===== config.mk =====
export PLATFORM = sky130hd
export DESIGN_NAME = tl_async_a_sink
export DESIGN_NICKNAME = d
export VERILOG_FILES = /design/src/rtl/tl_async_a_sink.sv
export SDC_FILE = /design/constraint.sdc
export NUM_CORES = 1
export LEC_CHECK = 0
export CORE_AREA = 2 2 280 282
export DETAILED_ROUTE_END_ITERATION = 10
export DIE_AREA = 0 0 282 284
export GPL_TIMING_DRIVEN = 0
export PLACE_DENSITY = 0.4
export SYNTH_ARGS = -nofsm -noshare
export SYNTH_HDL_FRONTEND = slang
export SYNTH_SLANG_ARGS = --single-unit
export TNS_END_PERCENT = 30

===== constraint.sdc =====
create_clock -name i_clock -period 4.9 [get_ports i_clock]
set_input_delay 1.225 -clock i_clock [delete_from_list [all_inputs] [get_ports i_clock]]
set_output_delay 1.225 -clock i_clock [all_outputs]
set_load 0.01 [all_outputs]

===== src/rtl/tl_async_a_sink.sv =====
`default_nettype none
// tl_async_a_sink: slave-side end of the A-channel async queue (Gray pointer sync, registered dequeue).
// Revision 1.0
module tl_async_a_sink #(
  parameter int DEPTH  = 8,
  parameter int SYNC   = 3,
  parameter int DATA_W = 78,
  localparam int AW    = $clog2(DEPTH)
) (
  input  logic                    i_clock,
  input  logic                    i_reset,
  input  logic [DEPTH*DATA_W-1:0] i_async_mem,
  input  logic [AW:0]             i_async_widx,
  input  logic                    i_async_source_reset_n,
  output logic [AW:0]             o_async_ridx,
  output logic                    o_async_sink_reset_n,
  output logic                    o_deq_valid,
  input  logic                    i_deq_ready,
  output logic [DATA_W-1:0]       o_deq_bits
);

  logic [AW:0]       r_widx_sync [SYNC];
  logic [SYNC-1:0]   r_src_sync;
  logic [AW:0]       r_ridx_bin;
  logic [AW:0]       r_ridx_gray;
  logic              r_sink_reset_n;
  logic              r_deq_valid;
  logic [DATA_W-1:0] r_deq_bits;

  logic [DATA_W-1:0] w_slots [DEPTH];
  logic [AW:0]       w_widx_s;
  logic              w_source_ready;
  logic              w_fire;
  logic [AW:0]       w_p;
  logic [AW:0]       w_p_gray;
  logic              w_valid_nxt;

  for (genvar g = 0; g < DEPTH; g++) begin : g_slots
    assign w_slots[g] = i_async_mem[g*DATA_W +: DATA_W];
  end

  // Plain flop chains: nothing may sit between the stages.
  always_ff @(posedge i_clock or posedge i_reset) begin
    if (i_reset) begin
      for (int i = 0; i < SYNC; i++) r_widx_sync[i] <= '0;
      r_src_sync <= '0;
    end else begin
      r_widx_sync[0] <= i_async_widx;
      for (int i = 1; i < SYNC; i++) r_widx_sync[i] <= r_widx_sync[i-1];
      r_src_sync <= {r_src_sync[SYNC-2:0], i_async_source_reset_n};
    end
  end

  assign w_widx_s       = r_widx_sync[SYNC-1];
  assign w_source_ready = r_src_sync[SYNC-1];
  assign w_fire         = r_deq_valid & i_deq_ready;

  // A lost source forces the pointer home, which also drops any beat on offer.
  assign w_p         = w_source_ready ? (r_ridx_bin + {{AW{1'b0}}, w_fire}) : '0;
  assign w_p_gray    = w_p ^ (w_p >> 1);
  assign w_valid_nxt = w_source_ready & (w_p_gray != w_widx_s);

  always_ff @(posedge i_clock or posedge i_reset) begin
    if (i_reset) begin
      r_ridx_bin     <= '0;
      r_ridx_gray    <= '0;
      r_sink_reset_n <= 1'b0;
      r_deq_valid    <= 1'b0;
      r_deq_bits     <= '0;
    end else begin
      r_ridx_bin     <= w_p;
      r_ridx_gray    <= w_p_gray;
      r_sink_reset_n <= 1'b1;
      r_deq_valid    <= w_valid_nxt;
      if (w_valid_nxt) r_deq_bits <= w_slots[w_p[AW-1:0]];
    end
  end

  assign o_async_ridx         = r_ridx_gray;
  assign o_async_sink_reset_n = r_sink_reset_n;
  assign o_deq_valid          = r_deq_valid;
  assign o_deq_bits           = r_deq_bits;

endmodule
`default_nettype wire


==> results of run 1 <==
==> cells in the mapped netlist, drive strengths merged (2+ instances only) <==
master,instances,area share
clkbuf,109,0.046
dfrtp,102,0.28
nor2,81,0.034
inv,80,0.033
mux2i,79,0.088
o21ai,79,0.044
o2bb2ai,79,0.077
a221oi,78,0.076
nor3,78,0.043
o21bai,78,0.065
o221a,78,0.098
o32ai,78,0.076
buf,18,0.0089
and2,5,0.0035
xor2,4,0.0039
xnor2,3,0.0038
ha,2,0.0028
mux2,2,0.0025
nand2,2,0.00084
nand3,2,0.0011
==> routing by layer <==
metal,vias up,GRT usage,share of wire,wire (um)
met3,76,0.0529,0.080,6120
li1,5638,-,-,-
met5,-,0,0.0010,76
met2,615,0.333,0.51,39100
met4,12,0.0565,0.021,1600
met1,5974,0.203,0.39,29400
==> cell usage in the layout (no fill, tap or decap), types with 2 or more instances in the layout <==
cell type	netlist	routed
a221oi_1	78	77
and2_1	5	5
buf_1	10	8
buf_2	7	8
buf_4	1	5
buf_6	0	3
clkbuf_1	109	98
clkbuf_16	0	9
clkbuf_2	0	11
clkdlybuf4s50_1	0	715
clkinv_4	0	2
clkinv_8	0	3
dfrtp_1	102	102
diode_2	0	6
ha_1	2	2
inv_1	79	78
inv_6	0	2
mux2_2	2	2
mux2i_1	79	79
nor2_1	81	80
nor3_1	78	78
o21ai_0	78	78
o21bai_1	78	78
o221a_2	78	78
o2bb2ai_1	79	79
o32ai_1	78	78
xnor2_1	2	2
xor2_1	4	2
==> worst max path at each step <==
stage,from,endpoint,slack [ns],cells past startpoint
after floorplan,i_reset,o_async_ridx[0],1.0,1
after global placement,i_deq_ready,o_deq_bits[47],-2.21,11
after detailed placement,i_deq_ready,o_deq_bits[47],-1.28,11
after CTS,i_deq_ready,o_deq_bits[47],0.007,11
after global routing,i_deq_ready,o_deq_bits[58],0.004,10
final,i_deq_ready,o_deq_bits[52],0.20,11
==> stage by stage <==
stage	total power (W)	setup slack (ns)
floorplan	0.00175	1.00
global placement	0.00297	-2.21
detailed placement	0.00299	-1.28
CTS	0.00386	0.00709
global route	0.00399	0.00405
finish	0.00376	0.202
==> cell families (layout without fill, tap and decap cells) <==
kind of cell / count (synthesis) / count (layout) / synth area share
compound gates: 474 / 474 / 0.440
flops: 102 / 102 / 0.284
other cells: 1 / 7 / 0.000417
mux: 81 / 81 / 0.0905
buf+inv: 207 / 946 / 0.0879
xor+xnor: 7 / 7 / 0.00766
fa+ha+maj: 2 / 2 / 0.00279
simple gates: 173 / 173 / 0.0870
==> timing repair <==
item | CTS | global route
pin swaps | 2 | 1
gates resized for setup | 18 | 5
setup buffers | 2 | 2
setup endpoints to repair | 78 | 20
==> flip-flops by register name (all words and copies together) (netlist names) <==
signal                count
o_deq_bits               78
o_async_sink_reset_n      1
r_src_sync                3
o_deq_valid               1
r_widx_sync               8
w_widx_s                  4
o_async_ridx              3
r_ridx_bin                4
==> worst register-to-register path: cells and delay by family (launching register included) <==
family,cells,cell delay [ns]
AO/OA/AOI/OAI,2,0.65
flip-flops,1,0.43
buffers and inverters,4,2.89
==> layout make-up <==
cell class,instances,area [sq um],share of cell area
antenna,6,15.0,0.000836
timing repair buffer,723,7250,0.403
tap,1040,1300,0.0724
clock buffer,9,225,0.0125
multi-input combinational,738,5730,0.319
clock inverter,7,86.3,0.00480
buffer,127,508,0.0283
sequential,102,2550,0.142
inverter,80,305,0.0170
==> power by group <==
group	internal, W	switching, W	total [W]
registers	0.000963	0.0000761	0.00104
clock network	0.000367	0.000445	0.000812
logic	0.00100	0.000905	0.00191
total	0.00233	0.00143	0.00376
==> summary.txt, run 1 <==
Status = completed
H-tree Lvls = 3
Least-Margin Pin Slew = 1.07 ns
Crit path cell chain = clkdlybuf4s50_1 > and2_1 > ha_1 > ha_1 > xnor2_4 > clkbuf_1 > clkbuf_1 > nor3_1 > o21bai_1 > a221oi_1 > o32ai_1
Initial antenna violation count = 14
Slew headroom = 0.287
CTS hold repair buffers = 0
Gr ovfl total = 0
CP Buf/Inv Count = 3
First-pass GRT wire length = 103 mm
Final core occ = 0.233
Reg clk slew, reported paths = 0.09 ns
Final Hold Viols = 0
Final nets = 2415
Starting Density = 0.117
Hpwl dp = 62.8 mm
Design Area, Final = 18000 sq um
Max-cap violations = 0
Via count = 12300
Overall routing resource usage = 0.183
Reg2Reg Depth = 6
Number of global-route vias before repair = 13200
Critical path type = in -> reg
Die H = 284 um
Synth Cell Area = 8980 sq um
Remaining DRCs = 0
Reg2reg end = o_deq_bits[51]
Post-synth top flop = dfrtp_1
CP top delay family = buffers and inverters
DRT antenna net count = 0
Post-Synthesis Cells = 1047
Non-Filler Instances = 2832
Worst EP required = 5.21 ns
Die Span X = 282 um
Share of layout cells above drive strength 1 = 0.0767
Hold_ws = 0.358 ns
Row count = 102
Routability cong. = 0.897
Num ports = 716
Total CTS buffers = 9
P_leak = 6.46 nW
CTS tree = done
CTS Sinks = 102
Core area = 77000 sq um
CTS max path bufs = 2
Setup violations, final = 0
IO Port Bufs = 715
Clk root buf = clkbuf_16
Layout fillers = 8460
Area Overhead vs Synth = 100%
Slew Viols, Final = 0
Hold path depth = 0
CP max stage cell = clkbuf_1
Synth cell types = 35
Fmax = 213 MHz
Maximum vdd drop = 0.121 mV
Latest clock arrival within the worst-skew pair = 0.40 ns
Wire per inst = 27.0 um
Syn Area/Cell = 8.58 sq um
Critical path launch point type = input port
Beginning of the worst hold path = r_widx_sync[10]
Initial DRC Count = 650
Area after DPL = 17500 sq um
Clock skew = 0.0200 ns
Ys async rst share = 1.00
Worst-path fanout max = 10
Post-synth EDFFs = 0
Placed instance count = 2806
#FFs+latches synth = 102
Largest net degree at the start of global routing = 79
YS warnings = 0
Reg2reg setup slack = 0.84 ns
Hold WC Path Type = reg -> reg
First-pass detailed-route iteration total = 7
Power per Cell Area = 209 nW/um^2
Die Area = 80100 sq um
Fin crit period = 4.70 ns
Crit end category = flop
WP data arrival = 5.01 ns
WL final = 76.4 mm
WHS Endpoint = r_widx_sync[6]
Vias/cell = 4.35
RR Startpoint = r_src_sync[2]
Slowest stage delay, CP = 0.84 ns
Unrepaired setup endpoints after global routing = false
Fin crit share = 0.959
Syn Nets = 1681
Seq/Total Area, Yosys = 0.284
Setup TNS = 0 ns
No activity file was read; power rests on OpenSTA's default activity.
==> run 2, diff against run 1 <==
==> config.mk (replaced) <==
export PLATFORM = sky130hd
export DESIGN_NAME = tl_async_a_sink
export DESIGN_NICKNAME = d
export VERILOG_FILES = /design/src/rtl/tl_async_a_sink.sv
export SDC_FILE = /design/constraint.sdc
export NUM_CORES = 1
export LEC_CHECK = 0
export CELL_PAD_IN_SITES_DETAIL_PLACEMENT = 1
export CELL_PAD_IN_SITES_GLOBAL_PLACEMENT = 1
export CORE_AREA = 2 2 277 279
export DETAILED_ROUTE_END_ITERATION = 10
export DIE_AREA = 0 0 279 281
export GPL_TIMING_DRIVEN = 0
export PLACE_DENSITY = 0.53
export SYNTH_ARGS = -nofsm -noshare
export SYNTH_HDL_FRONTEND = slang
export SYNTH_SLANG_ARGS = --single-unit
export TNS_END_PERCENT = 5
==> run 2 against run 1 <==
Clock skew grew 0.0033 ns. Sequential power barely moved. Critical path depth unchanged. Critical endpoint is now o_deq_bits[48]. Worst hold slack improved by 0.0055 ns. Non-clock buffer count decreased by 4. Highest routed layer is now met4. Final area decreased by 0.78%. Die area down 2.1%. Count of clock-buffer cells in the layout stayed put. Routed wire length shrank 2.2%.
==> summary.txt, run 2 (same netlist as run 1, synthesis figures left out) <==
Status = completed
Via count = 12400
Remaining DRCs = 0
H-tree Lvls = 3
CTS max path bufs = 2
Commonest non-fill, non-tap cell in the layout = clkdlybuf4s50_1
Row count = 101
Final nets = 2411
Wire per inst = 27.0 um
Clk root buf = clkbuf_16
CTS tree = done
Initial antenna violation count = 5
Vias/cell = 4.49
Overall routing resource usage = 0.182
Most frequent cells in the layout = 715 x clkdlybuf4s50_1, 102 x clkbuf_1, 102 x dfrtp_1, 80 x nor2_1
Critical path launch point type = input port
Die H = 281 um
Power per Cell Area = 211 nW/um^2
Max FFs per register = 78
Largest net degree at the start of global routing = 57
Number of global-route vias before repair = 13800
Slew headroom = 0.130
Share of layout cells above drive strength 1 = 0.0713
Worst EP required = 5.20 ns
Maximum vdd drop = 0.130 mV
Latest clock arrival within the worst-skew pair = 0.40 ns
First-pass GRT wire length = 103 mm
Reg2Reg Depth = 6
CTS Sinks = 102
Total CTS buffers = 9
Fin crit period = 4.78 ns
WP data arrival = 5.08 ns
Num ports = 716
Routability cong. = 0.890
Reg2reg setup slack = 0.73 ns
WHS Endpoint = w_widx_s[0]
P_leak = 6.43 nW
Worst Setup SP = i_deq_ready
Fin crit share = 0.975
Setup violations, final = 0
Unrepaired setup endpoints after global routing = true
Clock skew = 0.0233 ns
RR Startpoint = r_src_sync[2]
Max-cap violations = 0
Core area = 75400 sq um
Initial DRC Count = 514
Crit end category = flop
Layout fillers = 8826
Reg2reg end = o_deq_bits[11]
IO Port Bufs = 715
First-pass detailed-route iteration total = 5
Reg clk slew, reported paths = 0.10 ns
Beginning of the worst hold path = r_widx_sync[4]
Hpwl dp = 61.4 mm
Critical path type = in -> reg
Design Area, Final = 17800 sq um
Least-Margin Pin Slew = 1.30 ns
Area Overhead vs Synth = 98.5%
Pwr Total = 0.00376 W
Area after DPL = 17400 sq um
Starting Density = 0.119
Slew Viols, Final = 0
Gr ovfl total = 0
Die Span X = 279 um
Fmax = 209 MHz
Hold WC Path Type = reg -> reg
Worst-path fanout max = 10
Die Area = 78400 sq um
Setup TNS = 0 ns
Final Hold Viols = 0
Hold path depth = 0
DRT antenna net count = 0
WL final = 74.7 mm
-- run 2: power by group --
part	leakage [nW]	internal, W	switching [W]
sequential	1.25	0.000963	0.0000740
combinational	5.04	0.00100	0.000896
clock	0.152	0.000369	0.000460
total	6.43	0.00233	0.00143
-- run 2: what timing repair did --
item                                    4_1_cts  5_1_grt
resized for setup                            13        5
gates cloned                                  0        0
pin swaps                                     1        0
endpoints found under the setup margin       78       35
setup buffers                                 2        0
hold buffers                                  0        0
-- run 2: cell type report --
type / count / area [sq um] / area share
Tap cell: 978 / 1220 / 0.0686
Sequential cell: 102 / 2550 / 0.143
Antenna cell: 6 / 15.0 / 0.000842
Multi-Input combinational cell: 738 / 5710 / 0.320
Clock inverter: 7 / 83.8 / 0.00470
Timing Repair Buffer: 719 / 7210 / 0.404
Clock buffer: 9 / 225 / 0.0126
Buffer: 127 / 500 / 0.0281
Inverter: 80 / 305 / 0.0171
-- run 2: worst max-delay path by stage --
| stage | end | slack, ns | cells past startpoint |
|---|---|---|---|
| 5_1_grt | o_deq_bits[50] | -0.20 | 11 |
| 2_1_floorplan | o_async_ridx[0] | 1.0 | 1 |
| 4_1_cts | o_deq_bits[46] | 0.006 | 12 |
| 3_3_place_gp | o_deq_bits[35] | -2.11 | 11 |
| 6_report | o_deq_bits[48] | 0.12 | 11 |
| 3_5_place_dp | o_deq_bits[49] | -1.33 | 11 |
-- run 2: worst max-delay path: stages --
cell and delay, ns:
clkdlybuf4s50_1 0.45, and2_1 0.16, ha_1 0.22, ha_1 0.43, xor2_4 0.27, o21a_1 0.27, nor2_4 0.38, clkbuf_2 0.47
clkbuf_1 0.58, a221oi_1 0.26, o32ai_1 0.34
-- run 2: metal layers --
metal  up-vias  part of all wire  track usage
met1      6181              0.40        0.209
met4         0             0.024       0.0582
met2       547              0.51        0.332
met3        68             0.062       0.0411
met5         -                 0            0
li1       5629                 -            -
-- run 2: stage by stage --
| stage | cells | hold slack [ns] | utilization | setup WS (ns) |
|---|---|---|---|---|
| after CTS | 2760 | 0.366 | 0.236 | 0.00613 |
| after floorplan | 1047 | 0.331 | - | 1.00 |
| after global placement | 2740 | 0.341 | 0.230 | -2.11 |
| final | 2766 | 0.364 | 0.236 | 0.124 |
| after global routing | 2765 | 0.377 | 0.236 | -0.198 |
| after detailed placement | 2742 | 0.343 | 0.231 | -1.33 |
